===== src/rtl/t07_seq_pkg.sv =====
// t07_seq_pkg
//   Shared types and constants for the team 07 execution sequencer:
//   state encoding (also the debug state_o value), instruction op classes
//   and the FPUOp codes for the FPU load/store instructions.
package t07_seq_pkg;

    localparam logic [2:0] STATE_IDLE_ENC     = 3'd0;
    localparam logic [2:0] STATE_FETCH_ENC    = 3'd1;
    localparam logic [2:0] STATE_DECODE_ENC   = 3'd2;
    localparam logic [2:0] STATE_MEM_WAIT_ENC = 3'd3;
    localparam logic [2:0] STATE_FPU_WAIT_ENC = 3'd4;
    localparam logic [2:0] STATE_WB_ENC       = 3'd5;
    localparam logic [2:0] STATE_HALT_ENC     = 3'd6;

    typedef enum logic [2:0] {
        ST_IDLE     = STATE_IDLE_ENC,
        ST_FETCH    = STATE_FETCH_ENC,
        ST_DECODE   = STATE_DECODE_ENC,
        ST_MEM_WAIT = STATE_MEM_WAIT_ENC,
        ST_FPU_WAIT = STATE_FPU_WAIT_ENC,
        ST_WB       = STATE_WB_ENC,
        ST_HALT     = STATE_HALT_ENC
    } state_e;

    typedef enum logic [1:0] {
        OPC_ALU,
        OPC_MEM,
        OPC_FMEM,
        OPC_FPU
    } opclass_e;

    localparam logic [4:0] FPU_FLW = 5'd1;
    localparam logic [4:0] FPU_FSW = 5'd2;

    // FPU-class instructions that are really data-memory accesses.
    function automatic logic is_fpu_mem(input logic is_fpu, input logic [4:0] fpu_op);
        return is_fpu && (fpu_op == FPU_FLW || fpu_op == FPU_FSW);
    endfunction

endpackage


===== src/rtl/t07_seq_timeout.sv =====
// t07_seq_timeout
//   Loadable up-counter used to bound the time spent waiting on the FPU.
//   Ports:
//     clk_i, rst_i  clock, synchronous active-high reset
//     clr_i         clear count to zero (priority over load/enable)
//     load_i        load load_val_i
//     load_val_i    value to load
//     en_i          count enable
//     tc_o          high while enabled and this cycle brings the count to FPU_TIMEOUT
module t07_seq_timeout #(
    parameter int unsigned FPU_TIMEOUT = 64,
    localparam int unsigned W = $clog2(FPU_TIMEOUT + 1)
) (
    input  logic         clk_i,
    input  logic         rst_i,
    input  logic         clr_i,
    input  logic         load_i,
    input  logic [W-1:0] load_val_i,
    input  logic         en_i,
    output logic         tc_o
);

    // The count is incremented at the end of the cycle, so the cycle that
    // makes it reach FPU_TIMEOUT is the one currently holding FPU_TIMEOUT-1.
    localparam logic [W-1:0] TC_VAL = W'(FPU_TIMEOUT - 1);

    logic [W-1:0] cnt_q;
    logic [W-1:0] cnt_d;

    always_comb begin
        cnt_d = cnt_q;
        if (clr_i) begin
            cnt_d = '0;
        end else if (load_i) begin
            cnt_d = load_val_i;
        end else if (en_i) begin
            cnt_d = cnt_q + W'(1);
        end
    end

    always_ff @(posedge clk_i) begin
        if (rst_i) begin
            cnt_q <= '0;
        end else begin
            cnt_q <= cnt_d;
        end
    end

    assign tc_o = en_i && (cnt_q == TC_VAL);

endmodule


===== src/rtl/t07_exec_sequencer.sv =====
// t07_exec_sequencer
//   Multi-cycle instruction sequencer: FETCH -> DECODE -> (MEM_WAIT |
//   FPU_WAIT) -> WB, halting on illegal opcodes or an FPU timeout.
//   Ports:
//     clk, rst                 clock, synchronous active-high reset
//     run                      leave IDLE when high
//     instr_req/instr_ack      instruction fetch handshake; ir_load pulses on ack
//     mem_read..invalid_op     control-unit decode outputs, sampled in DECODE
//     data_req/data_rw/data_ack data memory handshake (data_rw 1 = write)
//     fpu_start/fpu_done       FPU start pulse and completion
//     pc_en, reg_we, fpu_reg_we one-cycle writeback strobes
//     illegal, timeout         sticky halt causes
//     state_o, retired         debug state and retired-instruction count
module t07_exec_sequencer
    import t07_seq_pkg::*;
#(
    parameter int unsigned FPU_TIMEOUT = 64,
    parameter int unsigned CNT_W       = 32
) (
    input  logic             clk,
    input  logic             rst,
    input  logic             run,
    output logic             instr_req,
    input  logic             instr_ack,
    output logic             ir_load,
    input  logic             mem_read,
    input  logic             mem_write,
    input  logic             reg_write,
    input  logic             is_fpu,
    input  logic [4:0]       fpu_op,
    input  logic [1:0]       fpu_write,
    input  logic             invalid_op,
    output logic             data_req,
    output logic             data_rw,
    input  logic             data_ack,
    output logic             fpu_start,
    input  logic             fpu_done,
    output logic             pc_en,
    output logic             reg_we,
    output logic             fpu_reg_we,
    output logic             illegal,
    output logic             timeout,
    output logic [2:0]       state_o,
    output logic [CNT_W-1:0] retired
);

    localparam int unsigned TW = $clog2(FPU_TIMEOUT + 1);

    state_e           state_q, state_d;
    logic             wr_int_q, wr_int_d;
    logic             wr_fpu_q, wr_fpu_d;
    logic             rw_q, rw_d;
    logic             illegal_q, illegal_d;
    logic             timeout_q, timeout_d;
    logic [CNT_W-1:0] retired_q, retired_d;
    logic             fpu_entry_q;
    logic             tmo_tc;
    opclass_e         opc;

    logic instr_req_c, ir_load_c, data_req_c, data_rw_c, fpu_start_c;
    logic pc_en_c, reg_we_c, fpu_reg_we_c;

    t07_seq_timeout #(
        .FPU_TIMEOUT(FPU_TIMEOUT)
    ) u_timeout (
        .clk_i      (clk),
        .rst_i      (rst),
        .clr_i      (state_q == ST_DECODE),
        .load_i     (1'b0),
        .load_val_i ({TW{1'b0}}),
        .en_i       (state_q == ST_FPU_WAIT),
        .tc_o       (tmo_tc)
    );

    always_comb begin
        state_d      = state_q;
        wr_int_d     = wr_int_q;
        wr_fpu_d     = wr_fpu_q;
        rw_d         = rw_q;
        illegal_d    = illegal_q;
        timeout_d    = timeout_q;
        retired_d    = retired_q;
        opc          = OPC_ALU;
        instr_req_c  = 1'b0;
        ir_load_c    = 1'b0;
        data_req_c   = 1'b0;
        data_rw_c    = 1'b0;
        fpu_start_c  = 1'b0;
        pc_en_c      = 1'b0;
        reg_we_c     = 1'b0;
        fpu_reg_we_c = 1'b0;

        unique case (state_q)
            ST_IDLE: begin
                if (run) state_d = ST_FETCH;
            end
            ST_FETCH: begin
                instr_req_c = 1'b1;
                if (instr_ack) begin
                    ir_load_c = 1'b1;
                    state_d   = ST_DECODE;
                end
            end
            ST_DECODE: begin
                wr_int_d = reg_write & ~is_fpu;
                wr_fpu_d = is_fpu & (|fpu_write);
                rw_d     = mem_write | (is_fpu & (fpu_op == FPU_FSW));
                if (mem_read || mem_write) begin
                    opc = OPC_MEM;
                end else if (is_fpu_mem(is_fpu, fpu_op)) begin
                    opc = OPC_FMEM;
                end else if (is_fpu) begin
                    opc = OPC_FPU;
                end
                if (invalid_op) begin
                    state_d   = ST_HALT;
                    illegal_d = 1'b1;
                end else begin
                    unique case (opc)
                        OPC_MEM, OPC_FMEM: state_d = ST_MEM_WAIT;
                        OPC_FPU:           state_d = ST_FPU_WAIT;
                        default:           state_d = ST_WB;
                    endcase
                end
            end
            ST_MEM_WAIT: begin
                data_req_c = 1'b1;
                data_rw_c  = rw_q;
                if (data_ack) state_d = ST_WB;
            end
            ST_FPU_WAIT: begin
                fpu_start_c = fpu_entry_q;
                // A done arriving on the terminal cycle still completes.
                if (fpu_done) begin
                    state_d = ST_WB;
                end else if (tmo_tc) begin
                    state_d   = ST_HALT;
                    timeout_d = 1'b1;
                end
            end
            ST_WB: begin
                pc_en_c      = 1'b1;
                reg_we_c     = wr_int_q;
                fpu_reg_we_c = wr_fpu_q;
                retired_d    = retired_q + CNT_W'(1);
                state_d      = ST_FETCH;
            end
            ST_HALT: begin
                state_d = ST_HALT;
            end
            default: begin
                state_d = ST_HALT;
            end
        endcase
    end

    always_ff @(posedge clk) begin
        if (rst) begin
            state_q     <= ST_IDLE;
            wr_int_q    <= 1'b0;
            wr_fpu_q    <= 1'b0;
            rw_q        <= 1'b0;
            illegal_q   <= 1'b0;
            timeout_q   <= 1'b0;
            retired_q   <= '0;
            fpu_entry_q <= 1'b0;
        end else begin
            state_q     <= state_d;
            wr_int_q    <= wr_int_d;
            wr_fpu_q    <= wr_fpu_d;
            rw_q        <= rw_d;
            illegal_q   <= illegal_d;
            timeout_q   <= timeout_d;
            retired_q   <= retired_d;
            fpu_entry_q <= (state_q == ST_DECODE);
        end
    end

    // Outputs are forced low while rst is asserted, even before the first
    // reset edge has returned the state register to IDLE.
    assign instr_req  = instr_req_c  & ~rst;
    assign ir_load    = ir_load_c    & ~rst;
    assign data_req   = data_req_c   & ~rst;
    assign data_rw    = data_rw_c    & ~rst;
    assign fpu_start  = fpu_start_c  & ~rst;
    assign pc_en      = pc_en_c      & ~rst;
    assign reg_we     = reg_we_c     & ~rst;
    assign fpu_reg_we = fpu_reg_we_c & ~rst;
    assign illegal    = illegal_q    & ~rst;
    assign timeout    = timeout_q    & ~rst;
    assign state_o    = rst ? 3'd0 : state_q;
    assign retired    = rst ? '0 : retired_q;

endmodule


===== config.mk =====
export PLATFORM = sky130hd
export DESIGN_NAME = t07_exec_sequencer
export DESIGN_NICKNAME = d
export VERILOG_FILES = /design/src/rtl/t07_seq_pkg.sv /design/src/rtl/t07_seq_timeout.sv /design/src/rtl/t07_exec_sequencer.sv
export SDC_FILE = /design/constraint.sdc
export NUM_CORES = 1
export LEC_CHECK = 0
export BUFFER_PORTS_ARGS = -buffer_cell sky130_fd_sc_hd__buf_2
export CORE_UTILIZATION = 50
export CTS_BUF_LIST = sky130_fd_sc_hd__clkbuf_8
export DETAILED_ROUTE_END_ITERATION = 16
export HOLD_SLACK_MARGIN = 0.12
export PLACE_DENSITY = 0.86
export SYNTH_ARGS = -nofsm -noshare
export SYNTH_HDL_FRONTEND = slang
export SYNTH_SLANG_ARGS = --single-unit

===== constraint.sdc =====
create_clock -name clk -period 5.2 [get_ports clk]
set_input_delay 0.52 -clock clk [delete_from_list [all_inputs] [get_ports clk]]
set_output_delay 0.52 -clock clk [all_outputs]
set_load 0.02 [all_outputs]

### Word level (Yosys, flattened, before mapping)

Cells that the tools add are included.

| storage, ports and cells | value |
|---|---|
| register bits after elaboration | 48 |
| input bits | 18 |
| logic and storage cells | 77 |

| operators by class | value |
|---|---|
| add/subtract/negate cells | 2 |
| equality and inequality tests | 15 |
| mux-type cells | 23 |
| bitwise operators | 17 |
| reductions and logical operators | 11 |

Operators with widths:

| cell | number |
|---|---|
| $add 32x1->32 const B | 1 |
| $mux 32 | 1 |
| $mux 3 | 7 |
| $pmux 3 s6 | 1 |
| $and 1x1->1 | 13 |
| $mux 1 | 9 |
| $mux 2 | 4 |
| $add 7x1->7 const B | 1 |
| $eq 7x6->1 const B | 1 |
| $eq 3x2->1 const B | 2 |
| $eq 3x3->1 const B | 2 |
| $ne 2x2->1 const B | 3 |
| $pmux 3 s2 | 1 |
| $reduce_or 2->1 | 3 |
| $eq 5x1->1 const B | 1 |
| $eq 5x2->1 const B | 1 |
| $eq 2x2->1 const B | 2 |
| $reduce_and 4->1 | 1 |
| $eq 3x1->1 const B | 1 |
| $logic_not 3->1 | 1 |
| $ne 3x3->1 const B | 1 |
| $not 1->1 | 3 |
| $reduce_and 3->1 | 1 |
| $eq 2x1->1 const B | 1 |
| 4 further kinds | 6 |

### Depth between registers and ports, before layout

Gate-level depths: netlist (run 1).

| depth | value |
|---|---|
| word-level depth | 11 |
| gate-level depth with buffers | 8 |
| gate-level depth less buffers | 8 |

### Hierarchy

Synthesis (run 1) repeated with hierarchy kept, for this count alone.

| unflattened totals | value |
|---|---|
| cells, all modules | 333 |
| area total of the unflattened synthesis | 2702.6 um^2 |

By module, submodules not included:

| module | times used | cells an instance | area each (um^2) |
|---|---|---|---|
| t07_exec_sequencer | 1 | 290 | 2326.0 |
| t07_seq_timeout | 1 | 43 | 376.6 |

### Least setup slack after synthesis (run 1)

OpenSTA, ideal clock, no wires.

| timing | value |
|---|---|
| path type | input to output |
| start | input rst |
| end | output ir_load |
| arrival time | 1.889 ns |
| path slack | 2.791 ns |
| stages | 4 |
| buffers on the path | 2 |
| path through | clkbuf_1 > clkbuf_1 > nor4_1 > and2_1 |

| on the way | value |
|---|---|
| word-level cells in the longest chain between the ends | 2 |

Ends and longest elaborated chain:

| what | line | source |
|---|---|---|
| start: declaration | t07_exec_sequencer.sv:21 | `input logic rst,` |
| $not 1->1 | t07_exec_sequencer.sv:182 | `assign ir_load = ir_load_c & ~rst;` |
| $and 1x1->1 | t07_exec_sequencer.sv:182 |  |
| end: declaration | t07_exec_sequencer.sv:25 | `output logic ir_load,` |

Every way passes these cells.

### Worst setup path in the final report (run 1)

| timing | value |
|---|---|
| start | register state_q[2] |
| end | register retired_q[29] |

| on the way | value |
|---|---|
| word-level cells in the longest chain between the ends | 1 |

Ends and longest elaborated chain:

| what | line | source |
|---|---|---|
| start: declaration | t07_exec_sequencer.sv:49 | `state_e state_q, state_d;` |
| start signal: assignment | t07_exec_sequencer.sv:168 | `state_q <= state_d;` |
| $eq 3x3->1 | t07_exec_sequencer.sv:93 | `unique case (state_q)` |
| end signal: assignment | t07_exec_sequencer.sv:174 | `retired_q <= retired_d;` |
| end: declaration | t07_exec_sequencer.sv:55 | `logic [CNT_W-1:0] retired_q, retired_d;` |

Every way passes these cells.
A chain may end at the register's enable or synchronous reset.

==> results.md, run 1 <==
Run status:
- The run finished with clean final reports.

Global routing:
- Entering global routing, the biggest net connects 66 pins.
- Summed over all layers, the global routing overflow is 0.
- The global-route wire length before repair is 8560 um.
- The number of antenna violations at the first check in global routing came to 0.
- The via count of the first global-routing pass is roughly 2000.
- For this run, the total global-route usage over all layers was measured as 19.6%.

Yosys:
- The compound-cell area share of the yosys netlist is under 10%.
- In the post-synthesis netlist, the biggest area contributors are sky130_fd_sc_hd__dfxtp_1 (36%), sky130_fd_sc_hd__nor2b_1 (8.2%), sky130_fd_sc_hd__mux2_2 (7.2%).
- For this run, asynchronously set or reset flops after synthesis account for 0%.
- By count the netlist is led by sky130_fd_sc_hd__nor2_1 (50), sky130_fd_sc_hd__dfxtp_1 (48), sky130_fd_sc_hd__nor2b_1 (35), sky130_fd_sc_hd__nor3_1 (21), sky130_fd_sc_hd__nand2_1 (18).
- During synthesis, Yosys emitted a total of 0 warnings.
- The share of synthesized area in the top cell type comes to 36.1%.
- Of the synthesized area, sequential elements account for a little over a third.
- In the synthesized netlist the dominant register cell turns out to be sky130_fd_sc_hd__dfxtp_1.
- Yosys mapped the design onto between 40 and 50 distinct sky130hd cell types.
- The xor and xnor fraction of the mapped netlist area is under 10%.
- After Yosys synthesis, and, or, nand and nor cells account for 37.9% of the synthesized area.
- The number of synthesized register bits is 48.
- The average instance in the mapped netlist occupies about 8.1 um^2.
- The instance count of the mapped netlist is 327.
- The cell accounting for the most synthesized area is sky130_fd_sc_hd__dfxtp_1.
- The mux cell area share after synthesis is 8.33%.
- In this run the cell area of the synthesized design comes to 0.00266 mm^2.
- The fraction of the mapped netlist area in adder cells is 1.41%.
- The net count after synthesis is 348.
- In this run, synthesis inferred 0 flip-flops with an integrated enable.
- By area, the combinational part of the netlist is dominated by simple AND/OR/NAND/NOR gates.
- By instance count, the leading cell after synthesis is sky130_fd_sc_hd__nor2_1.

Placement:
- The congestion estimate from routability-driven global placement came to between 0.8 and 0.9.
- During placement, the flow inserted port buffers numbering 62.
- The final HPWL from detailed placement is 3880 um.
- Before CTS, the worst setup slack after placement is 2870 ps.

STA:
- The slew at the pin closest to its max-slew limit is 600 ps.
- The post-route minimum period is 2350 ps.
- The final worst-path cycle share is 45.2%.
- For the final database, setup skew stands at 8.58 ps.
- The final worst-path setup slack is 2850 ps.
- The number of setup violations in the final report is 0.
- After routing, the total negative slack on setup checks comes to 0 ps.
- The fmax is approximately 430 MHz.
- Setup repair after global routing left no endpoint under its margin.
- The hold violation count in the final report came to 0.
- The final max-slew violation count came to 0.
- The worst slew margin relative to its limit is 60.0%.

Clock tree:
- The count of instances resized after the clock tree is built is 0.
- The post-CTS repair timing setup buffer count is 0.
- The number of clock buffers inserted by TritonCTS is 5.
- The clock root buffer is sky130_fd_sc_hd__clkbuf_8.
- The clock transition at the registers of the reported paths is 80 ps.
- At the later pin of the worst-skew pair, clock insertion delay measures around 300 ps.
- The clock drives 48 sinks.
- The CTS tree is done.
- In this run the number of H-tree levels came out at 2.
- Counting along the longest clock path gives a buffer depth of 2.
- The number of buffers inserted for hold repair after clock tree synthesis is 0.

Detailed routing:
- In the routed design, unresolved DRC markers number 0.
- The count of antenna-violating nets left after detailed routing is 0.
- The final routed wire length divided by cell count is 12.0 um.
- The final route contains ~2400 vias.
- In the routed layout, each cell is associated on average with a via count of about 5.2.
- The first detailed-routing pass ran for 4 iterations.
- After detailed routing, the total wire length is 5390 um.
- After the first detailed-routing iteration, the DRC count stood at between 100 and 150.

Worst setup path:
- The critical path launch point type is a flip-flop.
- Measured in cells, the most critical reg-to-reg path has a length of 4.
- STA classifies the critical path endpoint as a flip-flop.
- The worst-path cell with the longest stage delay is sky130_fd_sc_hd__dfxtp_1.
- For this run, the slowest stage of the critical path takes 690 ps.
- Traced cell by cell, the critical path runs through nand3b_4 -> or4_4 -> nor4_1 -> mux2_2.
- For the worst setup path, the data arrival time is 2550 ps.
- STA puts the critical path data required time at 5400 ps.
- The worst setup path is of the flip-flop to flip-flop kind.
- In this run the worst path has a maximum fanout of 17.
- The worst setup slack for register-to-register paths is 2850 ps.
- In this run the critical register-to-register path is launched from state_q[2]$_SDFFE_PP0P_.
- The critical register-to-register path endpoint is retired_q[29]$_SDFFE_PP0N_.

Run:
- The count of maximum capacitance violations is 0.

Floorplanning:
- The floorplan die area is 0.00562 mm^2.
- Once the floorplan was initialized, standard cells occupied 52.1% of the core.
- Measured along the x axis, the die boundary spans about 75 um.
- After floorplanning, the core was divided into 26 placement rows.
- The height of the die is 74.9 um.
- After floorplanning, the core was sized to cover a little over 0.005 mm^2.
- 63 I/O pins were placed.

Power:
- The worst-case IR drop observed on VDD is between 0.1 and 0.15 mV.
- The static leakage power is about 0.0013 uW.
- The total power per unit cell area is 222 mW/mm^2.

Hold path:
- The min-delay analysis places its worst path in the category flip-flop to flip-flop.
- The worst min-delay path endpoint is wr_int_q$_SDFFE_PP0P_.
- Counting instances, the worst hold path has a depth of 2.
- The hold path startpoint is wr_int_q$_SDFFE_PP0P_.

Finish:
- The final layout net count is 400.
- The fraction of layout cells with a size suffix above 1 is 24.3%.
- After filler insertion, the fill cell instance count of the layout stands at 453.
- The register area is 961 um^2.
- The area of the multi-input gates is 0.00157 mm^2.
- 0 antenna diodes ended up in the layout.
- Relative to the synthesized area, the layout overhead comes to 14.5%.
[worst max-delay path by stage]
| stage | end | cells after the start | start |
|---|---|---|---|
| after CTS | retired_q[29]$_SDFFE_PP0N_ | 4 | state_q[2]$_SDFFE_PP0P_ |
| final | retired_q[29]$_SDFFE_PP0N_ | 4 | state_q[2]$_SDFFE_PP0P_ |
| after global placement | retired_q[29]$_SDFFE_PP0N_ | 4 | state_q[2]$_SDFFE_PP0P_ |
| after detailed placement | retired_q[25]$_SDFFE_PP0N_ | 4 | state_q[2]$_SDFFE_PP0P_ |
| after floorplan | ir_load | 4 | rst |
| after global routing | ir_load | 4 | state_q[0]$_SDFFE_PP0P_ |
[registers in the layout, summed over array words and instances (netlist names)]
register / flops
illegal_q: 1
retired_q: 32
state_q: 3
rw_q: 1
wr_int_q: 1
timeout_q: 1
u_timeout.cnt_q: 7
fpu_entry_q: 1
wr_fpu_q: 1
[cell families after synthesis]
logic type,after synthesis
simple gates,185
flops,48
compound gates,28
buf+inv,27
mux,20
xor+xnor,16
fa+ha+maj,3
[cells in the final DEF, fill, tap and decap left out, drive strengths merged, types with 11 or more instances in the layout]
| cell type | count |
|---|---|
| dfxtp | 48 |
| mux2 | 17 |
| nand3 | 13 |
| a21oi | 11 |
| nor3 | 21 |
| nor2 | 50 |
| buf | 63 |
| nor2b | 35 |
| nand2 | 18 |
[worst max-delay path: cells and delay by family (launching register included)]
kind             cells  cell delay, ps
multiplexers         1             370
flip-flops           1             690
AND/OR/NAND/NOR      3            1190
[through the flow]
stage	util [%]	total power [uW]	cells	instance area (um^2)	hold WS [ps]
3_3_place_gp	58.1	477	442	2970	438
5_1_grt	59.7	711	449	3050	471
2_1_floorplan	-	462	327	2660	427
6_report	59.7	677	449	3050	452
4_1_cts	59.7	686	449	3050	456
3_5_place_dp	58.1	479	442	2970	445
[layer usage]
metal / GRT usage, % / vias up / share of wire (%)
li1: - / 1219 / -
met1: 23.8 / 1069 / 47
met2: 33.7 / 55 / 48
met3: 4.28 / 10 / 4.0
met4: 7.76 / 0 / 1.7
met5: 0 / - / 0
[where the power goes]
group / switching [uW] / total, uW / leakage [uW] / internal (uW)
clock: 118 / 207 / 0.0000452 / 89.6
combinational: 44.8 / 79.5 / 0.000874 / 34.7
sequential: 16.2 / 390 / 0.000387 / 374
[layout make-up]
class | count | share of cell area, %
timing repair buffer | 63 | 10.4
inverter | 9 | 1.11
clock inverter | 2 | 0.287
sequential | 48 | 31.5
tap | 70 | 2.87
multi-input combinational | 252 | 51.5
clock buffer | 5 | 2.26
No activity file was read; power rests on OpenSTA's default activity.
==> inputs of run 2 (changes only) <==
--- a/config.mk
+++ b/config.mk
@@ -10,7 +10,7 @@
 export CTS_BUF_LIST = sky130_fd_sc_hd__clkbuf_8
 export DETAILED_ROUTE_END_ITERATION = 16
 export HOLD_SLACK_MARGIN = 0.12
-export PLACE_DENSITY = 0.86
+export PLACE_DENSITY = 0.89
 export SYNTH_ARGS = -nofsm -noshare
 export SYNTH_HDL_FRONTEND = slang
 export SYNTH_SLANG_ARGS = --single-unit
==> constraint.sdc (replaced) <==
create_clock -name clk -period 2.1 [get_ports clk]
set_input_delay 0.21 -clock clk [delete_from_list [all_inputs] [get_ports clk]]
set_output_delay 0.21 -clock clk [all_outputs]
set_load 0.02 [all_outputs]
==> run 2 against run 1 <==
Compared with the run above:
- clock skew grew 8.8 ps
- combinational power grew to 3.1 times the previous value
- sequential power increased by 140%
- setup slack lost 2700 ps
- global-route usage up 2.0 points
- sequential cell count did not move
- critical path depth unchanged
- power rose to 2.6 times the previous value
==> results.md, run 2 (synthesized netlist as in run 1, its figures left out) <==
Finish:
- The post-synthesis to final-layout area growth is 19.6%.
- The largest registers in the layout are retired_q x32, u_timeout.cnt_q x7, state_q x3.
- The largest register by flop count is retired_q.
- The fraction of layout cells with a size suffix above 1 is 28.1% (+3.8 points).
- The final layout net count is 412 (+3.0%).
- The share of the core filled with cells is 62.3% (+2.6 points).
- The final instance count without filler cells was 462 (+2.9%).
- The commonest non-fill, non-tap cell in the layout is sky130_fd_sc_hd__buf_2.
- The library cells used most frequently in the layout, excluding fill and tap cells, are sky130_fd_sc_hd__buf_2 (62), sky130_fd_sc_hd__nor2_1 (50), sky130_fd_sc_hd__dfxtp_1 (47).
- The number of antenna repair diodes was 0 (unchanged).
- The number of fillers in the final layout is 468 (+3.3%).
- The flip-flop count of the largest register after layout came to 32 (unchanged).

Detailed routing:
- The routed wire length is 5850 um (+8.6%).
- The vias per cell is 5.37 (+2.6%).
- The final routed wire length divided by cell count came to 12.7 um (+5.5%).
- The number of search-and-repair iterations in the first detailed-routing pass is 4 (unchanged).
- The remaining design rule violation count is 0 (unchanged).
- The number of DRC markers in iteration 0 was 78 (-41%).
- The count of antenna-violating nets left after detailed routing is 0 (unchanged).
- The detailed-route via count is 2483 (+5.5%).

Floorplanning:
- The placeable core region is 0.00511 mm^2 (unchanged).
- The I/O pin total is 63 (unchanged).
- The height of the die is 74.9 um (unchanged).
- The floorplan die area is 0.00562 mm^2 (unchanged).
- The effective utilization at floorplan is 52.1% (unchanged).
- The x dimension of the die is 74.9 um (unchanged).
- The number of standard-cell rows in the floorplan came to 26 (unchanged).

STA:
- The final worst-path setup slack is 106 ps (-2740 ps).
- The fmax is 502 MHz (+18%).
- The number of setup violations in the final report was 0 (unchanged).
- Setup repair after global routing left no endpoint under its margin.
- The sum of negative setup slack is 0 ps (unchanged).
- The worst clock skew is 17.4 ps (+8.82 ps).
- The hold violation count in the final report is 0 (unchanged).
- The slew at the pin closest to its max-slew limit came to 452 ps (-148 ps).
- The worst slew margin relative to its limit is 69.5% (+9.5 points).
- The post-route minimum period is 1990 ps (-359 ps).
- The final max-slew violation count is 0 (unchanged).
- The final worst-path cycle share was 95.0% (+50 points).

Run:
- The count of maximum capacitance violations is 0 (unchanged).

Clock tree:
- The CTS tree is done.
- The post-CTS repair timing setup buffer count is 0 (unchanged).
- The number of H-tree levels is 2 (unchanged).
- The maximum clock path buffer count is 2 (unchanged).
- The clock root buffer is sky130_fd_sc_hd__clkbuf_8.
- The count of instances resized after the clock tree is built is 0 (unchanged).
- The number of buffers inserted for hold repair after clock tree synthesis is 0 (unchanged).
- The clock latency at the later pin of the worst-skew pair is 310 ps (about the same).
- The clock sink count is 48 (unchanged).
- The clock transition at the registers of the reported paths was 100 ps (+20 ps).
- The number of clock buffers inserted by TritonCTS is 5 (unchanged).

Global routing:
- The via count of the first global-routing pass was 2172 (+7.6%).
- The global-route wire length before repair came to 9340 um (+9.0%).
- The largest net degree at the start of global routing is 64 (-3.0%).
- The total congestion overflow after global routing is 0 (unchanged).
- The number of antenna violations at the first check in global routing was 0 (unchanged).
- The total routing resource utilization after global routing came to 21.6% (+2.0 points).

Run status:
- The flow ran to the end, and the final reports show no timing, DRC or antenna violations.

Power:
- The static leakage power is 0.00137 uW (+4.7%).
- The maximum VDD drop came to 0.335 mV (+200%).
- The total design power was 1750 uW (+160%).
- The total power per unit cell area was 550 mW/mm^2 (+150%).

Placement:
- The number of input and output port buffers inserted is 62 (unchanged).
- The final weighted congestion of routability-driven global placement is 0.884 (+6.2%).
- The placement-stage worst setup slack was 46.7 ps (-2820 ps).
- The instance count after placement with tap cells included is 454 (+2.7%).
- The final HPWL from detailed placement is 4300 um (+11%).

Hold path:
- The depth of the worst hold-timing path is 2 (unchanged).
- The worst hold path begins at invalid_op.
- The tightest min-delay check is of the input port to flip-flop type.
- For hold timing, the worst endpoint is illegal_q$_SDFFE_PP0P_.

Worst setup path:
- The startpoint identified for the worst register-to-register timing path is state_q[0]$_SDFFE_PP0P_.
- The worst reg2reg path depth came to 4 (unchanged).
- The critical register-to-register path endpoint is retired_q[25]$_SDFFE_PP0N_.
- The worst setup slack for register-to-register paths is 110 ps (-2740 ps).
- The worst setup path is launched from a flip-flop.
- The largest driver fanout on the critical path came to 15 (-2).
- The critical setup path kind is flip-flop to flip-flop.
- The worst endpoint required time came to 2310 ps (-3090 ps).
- The arrival time at the worst endpoint came to 2210 ps (-340 ps).
- The worst setup path is captured at a flip-flop.
[run 2: changes by cell type in the layout (fill, tap and decap cells not counted), sizes merged]
cell / delta
buf: +12
clkinvlp: +2
inv: -1
[run 2: cell type report]
cell class / count / area, um^2 / share of cell area [%]
Clock inverter: 3 / 23.8 / 0.747
Sequential cell: 48 / 962 / 30.2
Inverter: 9 / 33.8 / 1.06
Timing Repair Buffer: 75 / 420 / 13.2
Multi-Input combinational cell: 252 / 1590 / 49.8
Clock buffer: 5 / 68.8 / 2.16
Tap cell: 70 / 87.6 / 2.75
[run 2: routing by layer]
metal  track usage (%)  part of all wire (%)  up-vias
met5                 0                     0        -
met3              3.61                   3.7       10
met2              37.1                    49       62
li1                  -                     -     1254
met4              10.5                   1.7        0
met1              26.1                    46     1157
[run 2: critical path, cell delays in order (launching register included)]
cell and delay (ps):
sky130_fd_sc_hd__dfxtp_1 460, sky130_fd_sc_hd__nand3b_4 110, sky130_fd_sc_hd__or4_4 640, sky130_fd_sc_hd__nor4_1 330, sky130_fd_sc_hd__mux2_2 360
[run 2: power breakdown]
group / total (uW) / switching (uW) / internal [uW]
Clock: 561 / 325 / 236
Combinational: 244 / 143 / 101
Sequential: 945 / 17.8 / 927
[run 2: metrics by stage]
step | hold slack (ps) | area [um^2]
floorplan | 320 | 2660
global placement | 438 | 3070
detailed placement | 447 | 3070
CTS | 153 | 3160
global route | 170 | 3180
finish | 161 | 3180
[run 2: how the worst max path moves through the flow]
stage | start | endpoint | slack, ps | cells past startpoint
2_1_floorplan | retired_q[0]$_SDFFE_PP0N_ | retired_q[22]$_SDFFE_PP0N_ | 70 | 6
3_3_place_gp | retired_q[14]$_SDFFE_PP0N_ | retired_q[25]$_SDFFE_PP0N_ | 80 | 4
3_5_place_dp | retired_q[14]$_SDFFE_PP0N_ | retired_q[29]$_SDFFE_PP0N_ | 50 | 4
4_1_cts | retired_q[14]$_SDFFE_PP0N_ | retired_q[29]$_SDFFE_PP0N_ | 10 | 4
5_1_grt | retired_q[14]$_SDFFE_PP0N_ | retired_q[25]$_SDFFE_PP0N_ | 7 | 4
6_report | state_q[0]$_SDFFE_PP0P_ | retired_q[25]$_SDFFE_PP0N_ | 110 | 4
==> inputs of run 3 (changes only) <==
--- a/config.mk
+++ b/config.mk
@@ -10,7 +10,7 @@
 export CTS_BUF_LIST = sky130_fd_sc_hd__clkbuf_8
 export DETAILED_ROUTE_END_ITERATION = 16
 export HOLD_SLACK_MARGIN = 0.12
-export PLACE_DENSITY = 0.89
+export PLACE_DENSITY = 0.78
 export SYNTH_ARGS = -nofsm -noshare
 export SYNTH_HDL_FRONTEND = slang
 export SYNTH_SLANG_ARGS = --single-unit
==> constraint.sdc (replaced) <==
create_clock -name clk -period 2.1 [get_ports clk]
set_input_delay 0.21 -clock clk [delete_from_list [all_inputs] [get_ports clk]]
set_output_delay 0.21 -clock clk [all_outputs]
set_load 0.005 [all_outputs]
==> run 3 against run 2 <==
Compared with the run above:
- setup slack lost 8.8 ps
- clock power grew 18%
- combinational power shrank 4%
- die area is the same
- final cell count grew 0.22%
- critical endpoint is now retired_q[22]$_SDFFE_PP0N_
- largest power group unchanged
==> results.md, run 3 (synthesized netlist as in run 1, its figures left out) <==
Run status:
- The flow ran to the end, and the final reports show no timing, DRC or antenna violations.

STA:
- The sum of negative setup slack was 0 ps (unchanged).
- The final max-slew violation count came to 0 (unchanged).
- The fmax came to 499 MHz (-0.44%).
- Setup repair after global routing could not meet its margin everywhere.
- The number of setup violations in the final report is 0 (unchanged).
- The post-route minimum period was 2000 ps (+8.76 ps).
- The final worst-path cycle share is 95.4% (+0.42 points).
- The worst slew margin relative to its limit is 65.5% (-4.0 points).
- The worst clock skew is 6.66 ps (-10.7 ps).
- The hold violation count in the final report is 0 (unchanged).
- The slew at the pin closest to its max-slew limit is 517 ps (+65.7 ps).

Finish:
- The commonest non-fill, non-tap cell in the layout is sky130_fd_sc_hd__buf_2.
- The largest registers in the layout are retired_q x32, u_timeout.cnt_q x7, state_q x3.
- The number of antenna repair diodes is 0 (unchanged).
- The total non-filler cell area in the finished layout came to 0.00322 mm^2 (+1.1%).
- The fraction of layout cells with a size suffix above 1 is 28.5% (+0.44 points).
- The final layout net count is 413 (+0.24%).
- The flip-flop count of the largest register after layout was 32 (unchanged).
- The register area is 962 um^2 (unchanged).
- The library cells used most frequently in the layout, excluding fill and tap cells, are sky130_fd_sc_hd__buf_2 (62), sky130_fd_sc_hd__nor2_1 (50), sky130_fd_sc_hd__dfxtp_1 (47).
- The number of fillers in the final layout is 454 (-3.0%).
- From synthesis to final layout, the design area changed by 20.9%.
- The largest register by flop count is retired_q.
- The area of the multi-input gates is 0.00160 mm^2 (+0.79%).

Placement:
- The number of input and output port buffers inserted is 62 (unchanged).
- The final weighted congestion of routability-driven global placement is 0.838 (-5.1%).
- The final HPWL from detailed placement is 4210 um (-2.2%).
- The placed instance area was 0.00308 mm^2 (+0.24%).

Detailed routing:
- The routed wire length is 5840 um (-0.21%).
- The final routed wire length divided by cell count is 12.6 um (-0.42%).
- The number of DRC markers in iteration 0 was 70 (-10%).
- The number of search-and-repair iterations in the first detailed-routing pass is 4 (unchanged).
- The count of antenna-violating nets left after detailed routing came to 0 (unchanged).
- The remaining design rule violation count is 0 (unchanged).
- The vias per cell is 5.33 (-0.78%).
- The detailed-route via count is 2469 (-0.56%).

Power:
- The total power per unit cell area is 572 mW/mm^2 (+4.0%).
- The clock share of power is 36.1% (+4.0 points).
- The total design power came to 1840 uW (+5.2%).
- The portion of total power attributed to sequential cells came to 51.2% (-2.8 points).
- The net switching component of the power is 464 uW (-4.5%).
- The internal power component is 1380 uW (+8.9%).
- The switching portion of total power was 25.2% (-2.6 points).
- The static leakage power is 0.00139 uW (+1.9%).
- The maximum VDD drop came to 0.407 mV (+21%).
- The combinational power share is 12.7% (-1.2 points).

Clock tree:
- The clock sink count is 48 (unchanged).
- The clock transition at the registers of the reported paths is 90 ps (about the same).
- The maximum clock path buffer count is 2 (unchanged).
- The number of clock buffers inserted by TritonCTS is 5 (unchanged).
- The number of buffers inserted for hold repair after clock tree synthesis is 0 (unchanged).
- The tree is rooted in a sky130_fd_sc_hd__clkbuf_8.
- The clock latency at the later pin of the worst-skew pair came to 300 ps (about the same).
- The post-CTS repair timing setup buffer count is 0 (unchanged).
- The number of H-tree levels was 2 (unchanged).
- TritonCTS built the clock tree.

Worst setup path:
- Traced cell by cell, the critical path runs through ha_1 -> nand4b_2 -> or4_4 -> nor3_1 -> mux2_2.
- The critical setup path kind is flip-flop to flip-flop.
- The worst setup path is captured at a flip-flop.
- The worst endpoint required time is 2290 ps (-20 ps).
- The worst setup slack for register-to-register paths came to 100 ps (about the same).
- The launch point of the worst reg-to-reg path is retired_q[1]$_SDFFE_PP0N_.
- The critical register-to-register path endpoint is retired_q[22]$_SDFFE_PP0N_.
- STA classifies the critical path startpoint as a flip-flop.
- For this design, the slowest cell found on the critical path is sky130_fd_sc_hd__or4_4.
- The peak per-stage delay on the critical path is 600 ps (-40 ps).
- The arrival time at the worst endpoint is 2200 ps (about the same).
- The largest driver fanout on the critical path is 13 (-2).
- The worst reg2reg path depth is 5 (+1).

Run:
- The count of maximum capacitance violations was 0 (unchanged).

Floorplanning:
- The x dimension of the die is 74.9 um (unchanged).
- The I/O pin total was 63 (unchanged).
- The number of standard-cell rows in the floorplan is 26 (unchanged).
- The floorplan die area came to 0.00562 mm^2 (unchanged).
- The effective utilization at floorplan is 52.1% (unchanged).
- The placeable core region is 0.00511 mm^2 (unchanged).
- The height of the die is 74.9 um (unchanged).

Global routing:
- The total congestion overflow after global routing was 0 (unchanged).
- The total routing resource utilization after global routing is 20.4% (-1.2 points).
- The global-route wire length before repair is 8970 um (-3.9%).
- The via count of the first global-routing pass is 2121 (-2.3%).
- The number of antenna violations at the first check in global routing is 0 (unchanged).
- The largest net degree at the start of global routing is 53 (-17%).

Hold path:
- The worst min-delay path endpoint is illegal_q$_SDFFE_PP0P_.
- The worst min-delay path class is input port to flip-flop.
- The depth of the worst hold-timing path is 2 (unchanged).
- The startpoint identified for the worst hold timing path is invalid_op.
-- run 3: how the worst max path moves through the flow --
stage                                            end                  startpoint  cells after the start  slack [ps]
after global routing      retired_q[26]$_SDFFE_PP0N_   retired_q[1]$_SDFFE_PP0N_                      5          -2
after CTS                 retired_q[25]$_SDFFE_PP0N_  retired_q[12]$_SDFFE_PP0N_                      4          50
after floorplan           retired_q[22]$_SDFFE_PP0N_   retired_q[0]$_SDFFE_PP0N_                      6          70
after detailed placement  retired_q[28]$_SDFFE_PP0N_   retired_q[1]$_SDFFE_PP0N_                      5           7
after global placement    retired_q[28]$_SDFFE_PP0N_   retired_q[1]$_SDFFE_PP0N_                      5         100
final                     retired_q[22]$_SDFFE_PP0N_   retired_q[1]$_SDFFE_PP0N_                      5         100
-- run 3: per-layer routing --
| layer | part of all wire [%] | vias up | GRT usage, % |
|---|---|---|---|
| li1 | - | 1257 | - |
| met1 | 47 | 1133 | 25.2 |
| met2 | 47 | 73 | 36.0 |
| met3 | 4.8 | 6 | 3.88 |
| met4 | 1.0 | 0 | 5.66 |
| met5 | 0 | - | 0 |
-- run 3: final cells by class --
type                            instances  area share [%]
Inverter                                9            1.05
Multi-Input combinational cell        252            49.7
Timing Repair Buffer                   76            13.3
Clock buffer                            5            2.14
Tap cell                               70            2.72
Clock inverter                          3            1.21
Sequential cell                        48            29.9
-- run 3: timing repair --
| item | 4_1_cts | 5_1_grt |
|---|---|---|
| resized for setup | 1 | 5 |
| setup endpoints to repair | 1 | 4 |
| endpoints found under the hold margin | 0 | 0 |
| gates cloned | 0 | 0 |
-- run 3: critical path, delay by kind of cell, from the launching register on --
family                   cells  cell delay (ps)
flip-flops                   1              380
multiplexers                 1              360
adder cells (fa/ha/maj)      1              220
AND/OR/NAND/NOR              3              940
-- run 3: metrics by stage --
step                hold slack (ps)  setup slack [ps]  std cells  utilization, %
finish                          160              97.3        463            63.0
global route                    169             -2.33        463            63.0
CTS                             158              47.7        463            62.4
detailed placement              448              6.68        455            60.3
global placement                446              95.2        455            60.3
floorplan                       320              72.9        327               -
-- run 3: power groups by stage --
stage | clock, uW | combinational, uW | sequential [uW]
CTS | 670 | 232 | 943
finish | 664 | 234 | 943
global route | 709 | 257 | 946
detailed placement | 0 | 231 | 964
floorplan | 0 | 174 | 956
global placement | 0 | 226 | 964
